## src/rtl/aes_pkg.sv

```systemverilog
// Shared definitions for the S-box table loader: FSM encoding, table size,
// mode encodings and GF(2^8) helpers used to generate table contents.
package aes_pkg;

  typedef enum logic [2:0] {
    ST_IDLE   = 3'd0,
    ST_WRITE  = 3'd1,
    ST_VERIFY = 3'd2,
    ST_DONE   = 3'd3,
    ST_FAIL   = 3'd4
  } state_t;

  localparam int         TABLE_SIZE = 256;
  localparam logic [7:0] ADDR_LAST  = 8'(TABLE_SIZE - 1);

  localparam logic MODE_FWD = 1'b0;
  localparam logic MODE_INV = 1'b1;

  // Multiply in GF(2^8) modulo x^8 + x^4 + x^3 + x + 1.
  function automatic logic [7:0] gf_mul(input logic [7:0] a, input logic [7:0] b);
    logic [7:0] p;
    logic [7:0] aa;
    p  = 8'h00;
    aa = a;
    for (int i = 0; i < 8; i++) begin
      if (b[i]) p = p ^ aa;
      aa = {aa[6:0], 1'b0} ^ (aa[7] ? 8'h1B : 8'h00);
    end
    return p;
  endfunction

  // Multiplicative inverse as x^254; maps 0 to 0 as AES requires.
  function automatic logic [7:0] gf_inv(input logic [7:0] x);
    logic [7:0] acc;
    logic [7:0] pw;
    acc = 8'h01;
    pw  = x;
    for (int i = 1; i < 8; i++) begin
      pw  = gf_mul(pw, pw);
      acc = gf_mul(acc, pw);
    end
    return acc;
  endfunction

  function automatic logic [7:0] rotl8(input logic [7:0] v, input int n);
    logic [15:0] d;
    d = {v, v} << n;
    return d[15:8];
  endfunction

endpackage

```

## src/rtl/sbox_lut.sv

```systemverilog
// Combinational AES S-box lookup; mode selects forward or inverse table.
module sbox_lut
  import aes_pkg::*;
(
  input  logic       mode,
  input  logic [7:0] addr,
  output logic [7:0] data
);

  logic [7:0] fwd_val;
  logic [7:0] inv_pre;
  logic [7:0] inv_val;
  logic [7:0] fwd_inv;

  // Forward: affine transform of the field inverse.
  assign fwd_inv = gf_inv(addr);
  assign fwd_val = fwd_inv ^ rotl8(fwd_inv, 1) ^ rotl8(fwd_inv, 2)
                 ^ rotl8(fwd_inv, 3) ^ rotl8(fwd_inv, 4) ^ 8'h63;

  // Inverse: undo the affine transform, then take the field inverse.
  assign inv_pre = rotl8(addr, 1) ^ rotl8(addr, 3) ^ rotl8(addr, 6) ^ 8'h05;
  assign inv_val = gf_inv(inv_pre);

  assign data = (mode == MODE_INV) ? inv_val : fwd_val;

endmodule

```

## src/rtl/sbox_table_loader.sv

```systemverilog
// Loads AES forward/inverse S-box tables into up to 16 RAM banks and
// optionally reads them back to verify contents.
//
// state  | meaning
// IDLE   | waiting for start (or the one-shot auto-load after reset)
// WRITE  | streaming addresses 0..255 with table data to masked banks
// VERIFY | reading 0..255 back, comparing masked banks after RD_LATENCY
// DONE   | tables loaded (and verified); ram_ready high
// FAIL   | read-back mismatch; error and err_addr hold the first failure
module sbox_table_loader
  import aes_pkg::*;
#(
  parameter int NUM_BANKS  = 4,
  parameter int RD_LATENCY = 1,
  parameter int VERIFY_EN  = 1,
  parameter int AUTO_LOAD  = 1,
  parameter int AUTO_MODE  = 1
) (
  input  logic                   clk,
  input  logic                   reset,
  input  logic                   start,
  input  logic                   mode,
  input  logic [NUM_BANKS-1:0]   bank_mask,
  output logic [NUM_BANKS-1:0]   wr_enable,
  output logic [7:0]             wr_addr,
  output logic [7:0]             wr_data,
  output logic                   rd_enable,
  output logic [7:0]             rd_addr,
  input  logic [8*NUM_BANKS-1:0] rd_data,
  output logic                   busy,
  output logic                   ram_ready,
  output logic                   error,
  output logic [7:0]             err_addr
);

  localparam logic AUTO_MODE_SEL = (AUTO_MODE != 0) ? MODE_INV : MODE_FWD;

  state_t                 state;
  logic                   mode_q;
  logic [NUM_BANKS-1:0]   mask_q;
  logic                   auto_pend;

  logic [RD_LATENCY-1:0]      dly_valid;
  logic [RD_LATENCY-1:0][7:0] dly_addr;

  logic                 accept;
  logic                 acc_mode;
  logic [NUM_BANKS-1:0] acc_mask;
  logic                 cmp_valid;
  logic [7:0]           cmp_addr;
  logic [7:0]           cmp_exp;
  logic                 mismatch;

  sbox_lut u_wr_lut (
    .mode (mode_q),
    .addr (wr_addr),
    .data (wr_data)
  );

  sbox_lut u_cmp_lut (
    .mode (mode_q),
    .addr (cmp_addr),
    .data (cmp_exp)
  );

  // The auto-load takes priority over a user start in the first cycle.
  always_comb begin
    accept   = 1'b0;
    acc_mode = mode;
    acc_mask = bank_mask;
    if (state == ST_IDLE || state == ST_DONE || state == ST_FAIL) begin
      if (auto_pend && state == ST_IDLE) begin
        accept   = 1'b1;
        acc_mode = AUTO_MODE_SEL;
        acc_mask = '1;
      end else if (start && (bank_mask != '0)) begin
        accept = 1'b1;
      end
    end
  end

  assign cmp_valid = dly_valid[RD_LATENCY-1] && (state == ST_VERIFY);
  assign cmp_addr  = dly_addr[RD_LATENCY-1];

  always_comb begin
    mismatch = 1'b0;
    for (int k = 0; k < NUM_BANKS; k++) begin
      if (mask_q[k] && (rd_data[8*k +: 8] != cmp_exp)) mismatch = 1'b1;
    end
  end

  // Address/valid delay line aligning each read with its returned data.
  always_ff @(posedge clk) begin
    if (!reset) begin
      dly_valid <= '0;
      dly_addr  <= '0;
    end else begin
      for (int i = RD_LATENCY - 1; i > 0; i--) begin
        dly_valid[i] <= dly_valid[i-1];
        dly_addr[i]  <= dly_addr[i-1];
      end
      dly_valid[0] <= rd_enable;
      dly_addr[0]  <= rd_addr;
      if (cmp_valid && mismatch) dly_valid <= '0;
    end
  end

  always_ff @(posedge clk) begin
    if (!reset) begin
      state     <= ST_IDLE;
      mode_q    <= MODE_FWD;
      mask_q    <= '0;
      auto_pend <= (AUTO_LOAD != 0);
      wr_enable <= '0;
      wr_addr   <= 8'h00;
      rd_enable <= 1'b0;
      rd_addr   <= 8'h00;
      busy      <= 1'b0;
      ram_ready <= 1'b0;
      error     <= 1'b0;
      err_addr  <= 8'h00;
    end else begin
      auto_pend <= 1'b0;
      case (state)
        ST_IDLE, ST_DONE, ST_FAIL: begin
          if (accept) begin
            state     <= ST_WRITE;
            mode_q    <= acc_mode;
            mask_q    <= acc_mask;
            wr_enable <= acc_mask;
            wr_addr   <= 8'h00;
            rd_addr   <= 8'h00;
            busy      <= 1'b1;
            ram_ready <= 1'b0;
            error     <= 1'b0;
            err_addr  <= 8'h00;
          end
        end
        ST_WRITE: begin
          if (wr_addr == ADDR_LAST) begin
            wr_enable <= '0;
            if (VERIFY_EN != 0) begin
              state     <= ST_VERIFY;
              rd_enable <= 1'b1;
              rd_addr   <= 8'h00;
            end else begin
              state     <= ST_DONE;
              busy      <= 1'b0;
              ram_ready <= 1'b1;
            end
          end else begin
            wr_addr <= wr_addr + 8'd1;
          end
        end
        ST_VERIFY: begin
          if (rd_enable) begin
            if (rd_addr == ADDR_LAST) rd_enable <= 1'b0;
            else                      rd_addr   <= rd_addr + 8'd1;
          end
          // Reads still in flight are abandoned on the first mismatch.
          if (cmp_valid && mismatch) begin
            state     <= ST_FAIL;
            rd_enable <= 1'b0;
            busy      <= 1'b0;
            error     <= 1'b1;
            err_addr  <= cmp_addr;
          end else if (cmp_valid && cmp_addr == ADDR_LAST) begin
            state     <= ST_DONE;
            busy      <= 1'b0;
            ram_ready <= 1'b1;
          end
        end
        default: begin
          state <= ST_IDLE;
        end
      endcase
    end
  end

endmodule
```

## config.mk

```make
export PLATFORM = sky130hd
export DESIGN_NAME = sbox_table_loader
export DESIGN_NICKNAME = d
export VERILOG_FILES = /design/src/rtl/aes_pkg.sv /design/src/rtl/sbox_lut.sv /design/src/rtl/sbox_table_loader.sv
export SDC_FILE = /design/constraint.sdc
export NUM_CORES = 2
export LEC_CHECK = 0
export CORE_ASPECT_RATIO = 0.5
export CORE_UTILIZATION = 60
export DETAILED_ROUTE_END_ITERATION = 8
export HOLD_SLACK_MARGIN = 0.08
export MAX_ROUTING_LAYER = met4
export PLACE_DENSITY_LB_ADDON = 0.08
export SYNTH_ARGS = -nofsm -noshare
export SYNTH_HDL_FRONTEND = slang
export SYNTH_HIERARCHICAL = 1
export SYNTH_SLANG_ARGS = --single-unit
```

## constraint.sdc

```tcl
create_clock -name clk -period 22 [get_ports clk]
set_clock_uncertainty 0.2 [all_clocks]
set_input_delay 3.3 -clock clk [delete_from_list [all_inputs] [get_ports clk]]
set_output_delay 3.3 -clock clk [all_outputs]
set_load 0.005 [all_outputs]
```

# Word-level counts from Yosys, hierarchy flattened
# Index checks and enable logic that the tools add are counted.
# word_totals
mem_count	0
latch_bits	0
out_inout_bits	40
inputBits	40
word_cells	1695
ff_bits	50
ramBits	0
rom_bits	0
# classes
n_bitwise	773
n_div	0
n_shift	0
n_lt_le_gt_ge	0
n_addsub	2
n_eq_ne	20
n_mux	858
n_mul	0
reduce_logical	28
# op_table
operator	n
bitwise XOR 8 bit	740
2-to-1 mux 8 bit	428
2-to-1 mux 5 bit	368
2-to-1 mux 4 bit	8
!= test 8 bit	4
case mux 8 bit (2 select lines)	2
2-to-1 mux 7 bit	4
NOT 1 bit (first input constant)	28
2-to-1 mux 1 bit	25
equality test 8 bit (second input constant)	3
2-to-1 mux 3 bit	8
2-to-1 mux 6 bit	4
case mux 8 bit (3 select lines)	1
adder 8 x 1 -> 8 bit (second input constant)	2
AND reduction 3 bit	5
!= test 2 bit (second input constant)	6
logical AND 1 bit	9
case mux 3 bit (3 select lines)	1
2-to-1 mux 2 bit	4
NOT 4 bit	2
case mux 1 bit (2 select lines)	4
case mux 4 bit (2 select lines)	1
equality test 3 x 2 -> 1 bit (second input constant)	2
nonzero test 2 bit	3
15 further kinds	19

# Logic depth before layout (Yosys ltp)
# logic_depth
ltp_word	142
depth_mapped	74
mapped_depth_nobuf	61

# Modules after synthesis
# Netlist, hierarchy kept.
# by_module_without_submodules
module	cells_each	n_inst	seq_area_each_um2	area_per_inst_um2
sbox_lut at u_wr_lut	4246	1	0.0	30690.7
sbox_lut at u_cmp_lut	3962	1	0.0	29258.1
sbox_table_loader	290	1	1001.0	2544.9

# Worst setup path after synthesis
# No wires, ideal clock.
# synth_path
path_type	reg-to-output
start	reg wr_addr[7]
end	out wr_data[6]
n_path_buf	13
arrival_ns	15.489
path_stages_with_launch	66
required_time_ns	18.500
path_slack_ns	3.011
path_cell_list	dfxtp_1 ha_1 buf_2 nand2_1 xnor2_4 inv_2 buf_1 clkbuf_1 clkbuf_1 ha_1 clkbuf_1 inv_1 xnor2_2 xnor2_1 clkinv_1 buf_2 ha_1 clkbuf_1 [... 30 more ...] xnor3_1 xnor2_2 xnor3_2 xnor2_1 o21ai_0 o21ai_1 xnor3_1 xnor3_2 xnor2_2 xnor2_1 xor2_1 nor2_1 xnor3_1 xnor2_1 xnor2_1 xnor3_1 xor2_1 mux2_2
# synth_via
elab_chain_len	130
elab_cells_between_ends	769
classes_between	mux: 397; bitwise: 372
# synth_rtl
element	line	source
start, declared	sbox_table_loader.sv:25	output logic [7:0] wr_addr,
start signal, assigned	sbox_table_loader.sv:152	wr_addr <= wr_addr + 8'd1;
2-to-1 mux 5 bit	aes_pkg.sv:27	aa = {aa[6:0], 1'b0} ^ (aa[7] ? 8'h1B : 8'h00);
bitwise XOR 8 bit	aes_pkg.sv:27	
bitwise XOR 8 bit	aes_pkg.sv:26	if (b[i]) p = p ^ aa;
2-to-1 mux 8 bit	aes_pkg.sv:26	
bitwise XOR 8 bit	aes_pkg.sv:26	
2-to-1 mux 8 bit	aes_pkg.sv:26	
bitwise XOR 8 bit	aes_pkg.sv:26	
2-to-1 mux 8 bit	aes_pkg.sv:26	
[... 112 more ...]	--	
bitwise XOR 8 bit	aes_pkg.sv:26	
2-to-1 mux 8 bit	aes_pkg.sv:26	
bitwise XOR 8 bit	aes_pkg.sv:26	
2-to-1 mux 8 bit	aes_pkg.sv:26	
bitwise XOR 8 bit (2 in a row)	sbox_lut.sv:17	assign fwd_val = fwd_inv ^ rotl8(fwd_inv, 1) ^ rotl8(fwd_inv, 2)
bitwise XOR 8 bit (2 in a row)	sbox_lut.sv:18	^ rotl8(fwd_inv, 3) ^ rotl8(fwd_inv, 4) ^ 8'h63;
NOT 4 bit (no source line)	--	
2-to-1 mux 8 bit *	sbox_lut.sv:24	assign data = (mode == MODE_INV) ? inv_val : fwd_val;
end, declared	sbox_table_loader.sv:26	output logic [7:0] wr_data,
# Mark *: on every way between the ends. The rest lies on a longest branch, timed or not.

# Worst setup path in the final report
# layout_path
start	reg wr_addr[7]
end	out wr_data[0]
# layout_via
elab_chain_len	130
elab_cells_between_ends	771
classes_between	mux: 399; bitwise: 372
# layout_rtl
element	line
2-to-1 mux 5 bit or 2-to-1 mux 8 bit (tied branches)	aes_pkg.sv:27, aes_pkg.sv:26
bitwise XOR 8 bit (on tied branches)	aes_pkg.sv:27, aes_pkg.sv:26
bitwise XOR 8 bit or 2-to-1 mux 8 bit (tied branches)	aes_pkg.sv:26
2-to-1 mux 8 bit or bitwise XOR 8 bit (tied branches)	aes_pkg.sv:26
bitwise XOR 8 bit or 2-to-1 mux 8 bit (tied branches)	aes_pkg.sv:26
2-to-1 mux 8 bit or bitwise XOR 8 bit (tied branches)	aes_pkg.sv:26
bitwise XOR 8 bit or 2-to-1 mux 8 bit (tied branches)	aes_pkg.sv:26
2-to-1 mux 8 bit or bitwise XOR 8 bit (tied branches)	aes_pkg.sv:26
[... 112 more ...]	--
bitwise XOR 8 bit	aes_pkg.sv:26
2-to-1 mux 8 bit	aes_pkg.sv:26
bitwise XOR 8 bit	aes_pkg.sv:26
2-to-1 mux 8 bit	aes_pkg.sv:26
bitwise XOR 8 bit (2 in a row)	sbox_lut.sv:17
bitwise XOR 8 bit (2 in a row)	sbox_lut.sv:18
NOT 4 bit (no source line)	--
2-to-1 mux 8 bit *	sbox_lut.sv:24
# Marks and branches as above.

==> key figures <==
Run status
  – Status: complete, no violations

Detailed routing
  – DRT Pass-1 Iters: 6
  – DR vias: 58850
  – DRT Wirelength: roughly 180000 µm
  – Post-route DRC: 0
  – Post-DR vias/cell: roughly 6.1
  – DRT iter0 DRCs: a little over 6000
  – Antenna Violating Nets Remaining: 0
  – DR WL/cell: 18.35 µm

Global route
  – Total GRT Usage: 0.3312
  – First-pass GRT wire length: 287500 µm
  – Largest net degree at the start of global routing: 50
  – Number of global-route vias before repair: 52740
  – Grt ovf: 0
  – Initial antenna violation count: 3

Worst setup path
  – Critical path endpoint: wr_data[0]
  – Critical path arrival: between 15000 and 20000 ps
  – CP bufs+invs: 9
  – CP Launch Type: flop
  – CP required: around 19000 ps
  – R2r endpoint: err_addr[6]$_SDFFE_PN0P_
  – FF-to-FF setup slack: between 1000 and 1500 ps
  – Critical path type: reg2out
  – Max Fanout on Critical Path: 44
  – FF-to-FF path depth: 63
  – Critical path depth: 56
  – Critical Path Sink Type: output pin
  – Slowest cell delay on critical path: 640 ps
  – CP max stage cell: xnor3_2
  – Top delay family on crit path: XOR/XNOR gates
  – Reg-to-reg startpoint: cmp_addr[7]$_SDFF_PN0_
  – Most numerous cell on the critical path: xnor2_1
  – Crit path from: wr_addr[7]$_SDFFE_PN0P_

Clock network
  – Htree depth: 2
  – Worst-skew pair later-pin latency: roughly 300 ps
  – Reg clk slew, reported paths: around 70 ps
  – TritonCTS Buffers: 5
  – Clock Sinks: 50
  – CTS max path bufs: 2
  – CTS tree: done
  – Root Driver: clkbuf_16

Place
  – Final RePlAce weighted congestion: 0.9414
  – Detail Placement HPWL: around 130000 µm
  – Port bufs: a little under 80

STA
  – Minimum clock period: roughly 21000 ps
  – Setup_tns: 0 ps
  – Worst slew pin tran: roughly 1200 ps
  – Max-Slew Margin vs Limit: 0.1799
  – Crit share post-route: 0.9511
  – F_max: around 0.048 GHz
  – Setup Viol. Count Final: 0
  – Max-slew violations: 0
  – RSZ-0062 raised after global routing: false
  – Hold Vio Cnt, Final: 0

Synthesis
  – Syn_area_per_cell: roughly 7.4 µm²
  – Sequential area share after synthesis: 0.01602
  – Yosys cell types: 149
  – Synth async-reset ratio: 0
  – Commonest cells post-synth: xnor2_1, nor2_1, nand2_1, xor2_1, a21oi_1
  – Top post-synthesis cells by area: xnor2_1, xnor3_1, nor2_1
  – Cell Area, Synth: around 62000 µm²
  – Syn Nets: approximately 8600
  – Post-synthesis register bit count: 50
  – Most frequent cell after synthesis: xnor2_1
  – Ys flop type: dfxtp_1
  – Post-synth top area cell: xnor2_1
  – Post-synth top area share: 0.2373
  – Yosys warns: 6
  – Number of flops mapped to enable cells by yosys: 0
  – Post-Synthesis Cells: 8498

Finish
  – Fin util: 0.6294
  – P&R area growth vs syn: 3.652%
  – Layout cell share with drive strength beyond 1: 0.1037
  – Final net count: approximately 8300

Floorplanning
  – Core Area: between 100000 and 150000 µm²
  – Die X: roughly 460 µm
  – Initial Util: 0.6072
  – DIE AREA: between 100000 and 150000 µm²
  – Io pins: 80
  – Std-Cell Rows: 83
  – Height of the chip: roughly 230 µm

Run
  – Max-Cap Viols: 0

Hold path
  – Worst hold path type: reg2reg
  – Hold Path Stages: 2
[metrics by stage]
| stage | cells | cell area (µm²) | hold WS [ps] | worst slack [ps] |
|---|---|---|---|---|
| 3_5_place_dp | 9644 | 64350 | 241.3 | 1181 |
| 4_1_cts | 9652 | 64510 | 251.6 | 835.5 |
| 2_1_floorplan | 8498 | 62490 | 232.9 | 3011 |
| 5_1_grt | 9671 | 64780 | 269.2 | 1.970 |
| 3_3_place_gp | 9644 | 64350 | 238.0 | 1486 |
| 6_report | 9671 | 64780 | 252.7 | 1075 |
[logic make-up (layout without fill, tap and decap cells)]
kind of cell,Yosys count,after routing,share of synthesized area
other,0,3,0
and+or+nand+nor,2914,2914,0.2072
DFF,50,50,0.01602
xor gates and xnor gates,2699,2699,0.4780
adders and majority gates,31,31,0.006127
AOI/OAI and AO/OA,1844,1844,0.1936
buffers and inverters,702,470,0.05606
muxes,258,258,0.04299
[cell usage in the layout (no fill, tap or decap), types with 204 or more instances in the layout]
cell type	n
a21oi_1	469
xor2_1	471
mux2i_1	207
nor2_1	1181
nand2_1	860
xnor2_2	204
o21ai_0	387
buf_4	267
nor3_1	210
xnor2_1	1641
[final cells by class]
type	instances	area, µm²
sequential	50	1003
tap	1402	1754
multi-input combinational	7746	58570
clock buffer	6	138.9
antenna	3	7.507
clock inverter	2	16.27
timing repair buffer	349	2855
fill	9554	38140
inverter	113	429.2
[worst min-delay path by stage]
| stage | start | to |
|---|---|---|
| after global placement | ram_ready$_SDFFE_PN0P_ | ram_ready$_SDFFE_PN0P_ |
| final | ram_ready$_SDFFE_PN0P_ | ram_ready$_SDFFE_PN0P_ |
| after CTS | ram_ready$_SDFFE_PN0P_ | ram_ready$_SDFFE_PN0P_ |
| after detailed placement | ram_ready$_SDFFE_PN0P_ | ram_ready$_SDFFE_PN0P_ |
| after floorplan | mask_q[0]$_SDFFE_PN0P_ | mask_q[0]$_SDFFE_PN0P_ |
| after global routing | ram_ready$_SDFFE_PN0P_ | ram_ready$_SDFFE_PN0P_ |
[routing by layer]
metal / global-route usage / vias to the layer above / wire length, µm
met4: 0.05925 / 0 / 2911
met2: 0.5068 / 2284 / 78600
li1: - / 28750 / -
met3: 0.01839 / 193 / 12130
met1: 0.4821 / 27620 / 83780
met5: - / - / 0
[sequential cells by signal, summed over array words and instances (netlist names)]
name / count
rd_enable: 1
cmp_addr: 8
dly_valid: 1
err_addr: 8
busy: 1
mask_q: 4
error: 1
ram_ready: 1
rd_addr: 8
mode_q: 1
wr_addr: 8
wr_enable: 4
auto_pend: 1
state: 3
[tightest hold or removal path, stage by stage, from the launching register on]
cell,delay (ps)
dfxtp_1,310
inv_1,50
a21oi_1,50
[timing repair]
action	CTS	global route
buffers inserted	0	16
hold buffers	0	0
setup endpoints to repair	0	17
resized for setup	0	19
Power is not shown: default switching activity piles up to over one toggle a cycle in this logic, so the estimate is an artifact.
